**config.mk**
```make
export PLATFORM = sky130hd
export DESIGN_NAME = game_datapath
export DESIGN_NICKNAME = d
export VERILOG_FILES = /design/src/rtl/game_pkg.sv /design/src/rtl/game_datapath_btn_pulse.sv /design/src/rtl/game_datapath.sv
export SDC_FILE = /design/constraint.sdc
export NUM_CORES = 1
export LEC_CHECK = 0
export CORE_UTILIZATION = 35
export DETAILED_ROUTE_END_ITERATION = 8
export MAX_ROUTING_LAYER = met4
export PLACE_DENSITY = 0.68
export SETUP_SLACK_MARGIN = 0.3
export SYNTH_ARGS = -nofsm -noshare
export SYNTH_HDL_FRONTEND = slang
export SYNTH_SLANG_ARGS = --single-unit
```
**constraint.sdc**
```tcl
create_clock -name clk -period 5.65 [get_ports clk]
set_clock_uncertainty 0.2 [all_clocks]
set_input_delay 1.4125 -clock clk [delete_from_list [all_inputs] [get_ports clk]]
set_output_delay 1.4125 -clock clk [all_outputs]
set_load 0.03 [all_outputs]
```
**src/rtl/game_pkg.sv**
```systemverilog
// Shared definitions for the game control unit and its datapath:
// state codes, board dimensions and the fixed track picture map.
package game_pkg;

   localparam int unsigned TRACK_LEN   = 24;
   localparam int unsigned NUM_TILES   = 12;
   localparam int unsigned PIC_W       = 3;
   localparam int unsigned MAX_PLAYERS = 4;
   localparam int unsigned POS_W       = 5;
   localparam int unsigned KEY_W       = 4;
   localparam int unsigned PLAYER_W    = 2;
   localparam int unsigned LFSR_W      = 8;

   typedef enum logic [2:0] {
      ST_SETUP   = 3'b000,
      ST_PLAYERS = 3'b001,
      ST_READY   = 3'b010,
      ST_PICK    = 3'b011,
      ST_CHECK   = 3'b100,
      ST_MISS    = 3'b101,
      ST_MOVE    = 3'b110,
      ST_OVER    = 3'b111
   } state_e;

   // Picture printed on track cell idx: (3*idx+1) mod 8.
   function automatic logic [PIC_W-1:0] track_pic(input logic [POS_W:0] idx);
      logic [7:0] t;
      t = 8'(idx) * 8'd3 + 8'd1;
      return PIC_W'(t);
   endfunction

endpackage

```
**src/rtl/game_datapath_btn_pulse.sv**
```systemverilog
// Button conditioner: 2-FF synchronizer followed by a registered
// rising-edge one-shot, so a held button yields a single pulse.
module btn_pulse (
   input  logic clk,
   input  logic rst,
   input  logic btn_i,
   output logic pulse_o
);

   logic [2:0] sync_q;
   logic       pulse_q;

   // sync_q[1:0] is the synchronizer; sync_q[2] is the previous synchronized level.
   always_ff @(posedge clk or posedge rst) begin
      if (rst) begin
         sync_q  <= '0;
         pulse_q <= 1'b0;
      end else begin
         sync_q  <= {sync_q[1:0], btn_i};
         pulse_q <= sync_q[1] & ~sync_q[2];
      end
   end

   assign pulse_o = pulse_q;

endmodule

```
**src/rtl/game_datapath.sv**
```systemverilog
// Game datapath: confirm pulse, tile shuffle, player/turn bookkeeping,
// track positions and the go/win status flags for the control unit.
module game_datapath
   import game_pkg::*;
#(
   parameter logic [7:0] LFSR_SEED = 8'hA5
) (
   input  logic                          clk,
   input  logic                          rst,
   input  logic                          btn_c,
   input  logic [KEY_W-1:0]              key,
   input  logic [2:0]                    M,
   input  logic                          A,
   input  logic                          D,
   input  logic                          WR,
   output logic                          c,
   output logic                          go,
   output logic                          win,
   output logic [2:0]                    num_players,
   output logic [PLAYER_W-1:0]           cur_player,
   output logic [MAX_PLAYERS*POS_W-1:0]  pos_bus,
   output logic                          prompt
);

   state_e                st;
   logic [LFSR_W-1:0]     lfsr_q, lfsr_d;
   logic [PIC_W-1:0]      hidden_q [NUM_TILES];
   logic [PIC_W-1:0]      hidden_d [NUM_TILES];
   logic [POS_W-1:0]      pos_q [MAX_PLAYERS];
   logic [POS_W-1:0]      pos_d [MAX_PLAYERS];
   logic [2:0]            np_q, np_d;
   logic [PLAYER_W-1:0]   cur_q, cur_d;
   logic                  go_q, go_d;
   logic                  win_q, win_d;
   logic                  prompt_q;
   logic                  c_pulse;

   logic [KEY_W-1:0]      key_idx;
   logic [POS_W:0]        n_sel;
   logic                  key_ok;
   logic                  match;

   btn_pulse u_btn_c (
      .clk     (clk),
      .rst     (rst),
      .btn_i   (btn_c),
      .pulse_o (c_pulse)
   );

   assign st      = state_e'(M);
   assign key_idx = key - KEY_W'(1);
   assign key_ok  = (key != '0) && (key <= KEY_W'(NUM_TILES));
   // Select compares against the cell the active player would step onto.
   assign n_sel   = {1'b0, pos_q[cur_q]} + (POS_W+1)'(1);
   assign match   = key_ok && (hidden_q[key_idx] == track_pic(n_sel));

   always_comb begin
      lfsr_d   = lfsr_q;
      hidden_d = hidden_q;
      pos_d    = pos_q;
      np_d     = np_q;
      cur_d    = cur_q;
      go_d     = go_q;
      win_d    = win_q;

      case (st)
         ST_SETUP: begin
            lfsr_d = {lfsr_q[6:0], lfsr_q[7] ^ lfsr_q[5] ^ lfsr_q[4] ^ lfsr_q[3]};
            if (WR && c_pulse) begin
               for (int j = 0; j < NUM_TILES; j++) begin
                  hidden_d[j] = PIC_W'(j) + lfsr_q[2:0];
               end
            end
         end
         ST_PLAYERS: begin
            if (WR && (key >= KEY_W'(2)) && (key <= KEY_W'(4))) begin
               np_d = key[2:0];
            end
         end
         ST_PICK: begin
            if (key != '0) begin
               go_d  = match;
               win_d = match && (n_sel == (POS_W+1)'(TRACK_LEN - 1));
            end
         end
         ST_MISS: begin
            if (c_pulse) begin
               cur_d = ({1'b0, cur_q} + 3'd1 == np_q) ? '0 : cur_q + PLAYER_W'(1);
            end
         end
         default: ;
      endcase

      // Advance targets the player active before any same-cycle turn pass.
      if (D && (st != ST_OVER) && (pos_q[cur_q] != POS_W'(TRACK_LEN - 1))) begin
         pos_d[cur_q] = pos_q[cur_q] + POS_W'(1);
      end
   end

   always_ff @(posedge clk or posedge rst) begin
      if (rst) begin
         lfsr_q   <= LFSR_SEED;
         hidden_q <= '{default: '0};
         pos_q    <= '{default: '0};
         np_q     <= 3'd2;
         cur_q    <= '0;
         go_q     <= 1'b0;
         win_q    <= 1'b0;
         prompt_q <= 1'b0;
      end else begin
         lfsr_q   <= lfsr_d;
         hidden_q <= hidden_d;
         pos_q    <= pos_d;
         np_q     <= np_d;
         cur_q    <= cur_d;
         go_q     <= go_d;
         win_q    <= win_d;
         prompt_q <= A;
      end
   end

   assign c           = c_pulse;
   assign go          = go_q;
   assign win         = win_q;
   assign num_players = np_q;
   assign cur_player  = cur_q;
   assign pos_bus     = {pos_q[3], pos_q[2], pos_q[1], pos_q[0]};
   assign prompt      = prompt_q;

endmodule

```
Yosys cells after proc, flatten, opt, wreduce, memory -nomap -nowiden:

Index checks and enable logic that the tools add are counted.

* bits in registers: 64
* input port bits: 13
* output and inout port bits: 29
* logic and storage cells: 80

* add/subtract/negate cells: 13
* multipliers: 1
* order comparisons: 6
* equal/unequal tests: 8
* muxes and demuxes: 10
* bitwise gates (word level): 7
* reductions and logical operators: 15

Operator list (number)
* bitwise mux 20 bit: 1
* 2-to-1 mux 5 bit: 3
* adder 3 bit, first input constant: 4
* binary-select mux 3 bit (select 4 bit): 1
* binary-select mux 5 bit (select 2 bit): 1
* demux 5 bit (select 2 bit): 1
* logical AND 1 bit: 9
* AND reduction 2 bit: 4
* adder 2 x 3 -> 3 bit, first input constant: 2
* adder 5 x 1 -> 6 bit, second input constant: 1
* equality test 3 bit: 2
* equality test 6 x 5 -> 1 bit, second input constant: 1
* multiplier 6 x 2 -> 3 bit, second input constant: 1
* 2-to-1 mux 3 bit: 2
* adder 5 x 1 -> 5 bit, second input constant: 1
* greater-or-equal comparator 5 bit, second input constant: 1
* inequality test 5 bit, second input constant: 1
* inverter 4 -> 5 bit: 1
* greater-or-equal comparator 4 x 2 -> 1 bit, second input constant: 1
* <= comparator 4 x 3 -> 1 bit, second input constant: 1
* <= comparator 4 bit, second input constant: 1
* nonzero test 4 bit: 1
* subtractor 4 x 1 -> 4 bit, second input constant: 1
* adder 1 x 3 -> 3 bit, first input constant: 1
* 15 further kinds: 17

Depth between registers and ports, before layout:

* word-level depth: 10
* gate-level depth with buffers: 10
* gate-level depth less buffers: 7

Cells and area by module:

Synthesis repeated with hierarchy kept, for this count alone.

* cell total of the unflattened synthesis: 253
* area, all modules: 2775.2 sq um

Modules (own cells, without submodules)
* game_datapath: instances 1, cells each 247, area each 2657.5 sq um, seq. area each 1257.5 sq um
* btn_pulse: instances 1, cells each 6, area each 117.6 sq um, seq. area each 100.1 sq um

Worst setup path before layout:

OpenSTA, ideal clock, no wires.

* kind: in2reg
* start point: input key[0]
* end point: register win_q (netlist: win)
* setup time: 0.092 ns
* data arrival time: 3.167 ns
* required time: 5.358 ns
* path slack: 2.191 ns
* stages on the path: 8
* path buffers: 1
* cells stage by stage: buf_2 inv_1 ha_1 mux4_2 mux2i_1 nor4_1 or3_1 o31ai_2

* word-level cells in the longest chain between the ends: 8
* elaborated cells between the ends (all ways): 12
* classes of those cells: 1 x add/sub; 1 x order compare; 1 x eq/ne; 3 x mux; 1 x bitwise; 5 x reduce/logical

RTL lines
* from (decl): line game_datapath.sv:11 `input logic [KEY_W-1:0] key,`
* subtractor 4 x 1 -> 4 bit: line game_datapath.sv:51 `assign key_idx = key - KEY_W'(1);`
* inverter 4 -> 5 bit (not written as such): line game_datapath.sv:55 `assign match = key_ok && (hidden_q[key_idx] == track_pic(n_sel));`
* binary-select mux 3 bit (select 4 bit): line game_datapath.sv:55
* 2-to-1 mux 3 bit (not written as such) (2 in a row): line game_datapath.sv:55
* equality test 3 bit: line game_datapath.sv:55
* logical AND 1 bit: line game_datapath.sv:55
* logical AND 1 bit: line game_datapath.sv:83 `win_d = match && (n_sel == (POS_W+1)'(TRACK_LEN - 1));`
* to (signal assigned): line game_datapath.sv:117 `win_q <= win_d;`
* to (decl): line game_datapath.sv:34 `logic win_q, win_d;`

Parallel ways exist; a longest one is shown, timed or not. The select of a mux whose other input is x is not followed.
A chain may end at the register's enable or synchronous reset.

Final worst setup path:

Ends and elaborated chain as after synthesis.

==> flow_summary.toml <==
[status]
outcome = "complete, no violations"

[floorplan]
die_w_um = 91.2
die_y_um = 91.2
coreArea_um2 = 7730
ios = 42
rows = 32
start_util = 0.360
die-area_um2 = 8320

[sta]
drv_slew = 0
fin_crit_sh = 0.692
tightest_slew_ns = 0.675
tns_ns = 0
fmax_ghz = 0.256
slew-limit-headroom = 0.550
setup_viol = 0
min_period_ns = 3.91
finalHoldViolations = 0
rsz0062_at_grt = "false"

[critical_path]
critPathMaxFanout = 9
crit_required_ns = 5.67
setup.worst_path.end_class = "register"
crit_type = "in2reg"
cp-start-kind = "input port"
r2r_setup_slack_ns = 2.56
arrival_ns = 3.93

[final_layout]
layout-area-overhead-vs-synth_pct = 21.3
final_layout_size_suffix_gt1_frac = 0.147
fin_cells = 380
design_area_um2 = 3380
nFillCells = 739
fin_nets = 299
final_util = 0.437
antenna_cells = 0

[placement]
dp_hpwl_um = 3770
dp_cells = 372
place_congestion = 0.762
port_buffers = 41
post_dp_cell_area_um2 = 3290

[logic_synthesis]
synth_cell_types = 46
syn-mean-instance-area_um2 = 11.8
async_flop_share = 1.00
synth_edf_count = 0
synth_ff_type = "dfrtp_1"
ys_ff_latch = 54
synthesis.nets = 258
ys_seq_area_frac = 0.487
syn_inst = 236
syn_area_um2 = 2790
yosys_warnings = 0

[global_route]
grt_first_pass_wirelength_um = 8510
grt_util_all_layers = 0.133
grt_pass1_vias = 1801
grt_max_degree = 54
grt_antenna_before_repair = 0
grt_overflow = 0

[clock_tree]
cts_tree = "yes"
cts_buffers = 5
cts_htree_levels = 2
post_cts_buffers = 0
holdBufCountCts = 0
clockBufferDepth = 2
cts_resized = 0
cts_root_buf = "clkbuf_8"
clk_pin_slew_ns = 0.09
cts.sinks = 54
clock_latency_ns = 0.31

[flow_run]
maxCapViolations = 0

[routing]
ant_nets = 0
vias = 1846
wl_per_cell_um = 13.7
dr.first_iter.drc_count = 63
drtPass1Iterations = 4
wl_um = 5190
drc = 0
viasPerCell = 4.86

[pwr]
ir_worst_vdd_mv = 0.209
leakagePower_nw = 1.43
p_per_area_nw_per_um2 = 573

[hold_path]
holdCritPathClass = "reg2reg"
synth_stat cells (2+ instances only):
| cell | number | area (um^2) |
|---|---|---|
| o31ai_1 | 2 | 15.0 |
| or3_1 | 2 | 12.5 |
| mux4_2 | 7 | 158 |
| buf_6 | 2 | 22.5 |
| o21ai_0 | 10 | 50.1 |
| mux2i_1 | 4 | 40.0 |
| o21a_1 | 4 | 30.0 |
| ha_1 | 9 | 113 |
| xor2_1 | 3 | 26.3 |
| nand3_1 | 4 | 20.0 |
| a21oi_1 | 10 | 50.1 |
| nor3_1 | 4 | 20.0 |
| nand2_1 | 30 | 113 |
| inv_1 | 13 | 48.8 |
| mux2_2 | 8 | 90.1 |
| mux2_1 | 11 | 124 |
| nor2b_1 | 3 | 18.8 |
| dfrtp_1 | 49 | 1230 |
| nand2b_1 | 2 | 12.5 |
| xnor2_1 | 10 | 87.6 |
| nor2_1 | 12 | 45.0 |
| dfstp_2 | 5 | 131 |
| nor4_1 | 2 | 12.5 |
| a211oi_4 | 4 | 80.1 |
| clkbuf_1 | 5 | 18.8 |
layer usage:
metal	global-route usage	routed length, um
met1	0.167	2410
met2	0.215	2510
met3	0.0276	200
met4	0.0437	72
met5	-	0
path summary, 6_finish.rpt:
| kind | from | endpoint | depth (start not counted) |
|---|---|---|---|
| max reg2reg | cur_player[0] | win | 7 |
| max in group asynchronous | rst | hidden_q[22] | 3 |
| min reg2reg | u_btn_c.sync_q[0] | u_btn_c.sync_q[1] | 0 |
| max | key[0] | win | 8 |
| min in group asynchronous | rst | prompt | 2 |
| min | u_btn_c.sync_q[0] | u_btn_c.sync_q[1] | 0 |
cell type report:
type | count | area [um^2] | area share
Clock buffer | 7 | 86.3 | 0.0256
Clock inverter | 1 | 5.00 | 0.00148
Inverter | 14 | 52.6 | 0.0156
Sequential cell | 54 | 1360 | 0.402
Multi-Input combinational cell | 159 | 1320 | 0.392
Timing Repair Buffer | 43 | 425 | 0.126
Tap cell | 102 | 128 | 0.0378
cell families (layout without fill, tap and decap cells):
logic type	after synthesis	in the layout	share of synthesized area
and+or+nand+nor	66	66	0.112
adders and majority gates	9	9	0.0404
DFF	54	54	0.487
muxes	31	31	0.157
buffers and inverters	23	65	0.0373
AOI/OAI and AO/OA	37	37	0.105
xor gates and xnor gates	16	16	0.0606
report_power, final:
| group | total (mW) | switching [mW] | internal [mW] |
|---|---|---|---|
| sequential | 0.669 | 0.131 | 0.538 |
| clock | 0.223 | 0.123 | 0.0992 |
| combinational | 1.05 | 0.545 | 0.501 |
| total | 1.94 | 0.799 | 1.14 |
flip-flops by register name (all words and copies together), names as in the netlist:
register         flops
pos_bus             20
hidden_q            14
lfsr_q               8
num_players          3
u_btn_c.sync_q       3
cur_player           2
go                   1
prompt               1
u_btn_c.pulse_o      1
win                  1
cell usage in the layout, fill, tap and decap left out, types with 2 or more instances in the layout:
master           netlist  routed
mux2_2                 8       8
nor4_1                 2       2
nand3_1                4       4
mux2i_1                4       4
dfrtp_1               49      49
nor2_1                12      12
nor2b_1                3       3
mux2_1                11      11
mux4_2                 7       7
dfstp_2                5       5
inv_1                 13      12
a21oi_1               10      10
nor3_1                 4       4
nand2b_1               2       2
o21ai_0               10      10
clkdlybuf4s50_1        0      41
o21a_1                 4       4
ha_1                   9       9
a211oi_4               4       4
clkbuf_8               0       6
or3_1                  2       2
xnor2_1               10      10
o31ai_1                2       2
nand2_1               30      30
xor2_1                 3       3
buf_4                  0       2
critical path: stages:
cell             delay [ns]
clkdlybuf4s50_1        0.72
inv_1                  0.12
ha_1                   0.43
mux4_2                 0.33
mux2i_1                0.26
nor4_1                 0.08
or3_1                  0.39
o31ai_2                0.18
metrics by stage:
stage	setup WS [ns]	hold WS, ns	power (mW)
after floorplan	2.19	0.131	1.45
after global placement	1.51	0.137	1.71
after detailed placement	1.38	0.140	1.73
after CTS	1.71	0.159	1.96
after global routing	1.52	0.173	2.06
final	1.74	0.155	1.94
No activity file was read; power rests on OpenSTA's default activity.
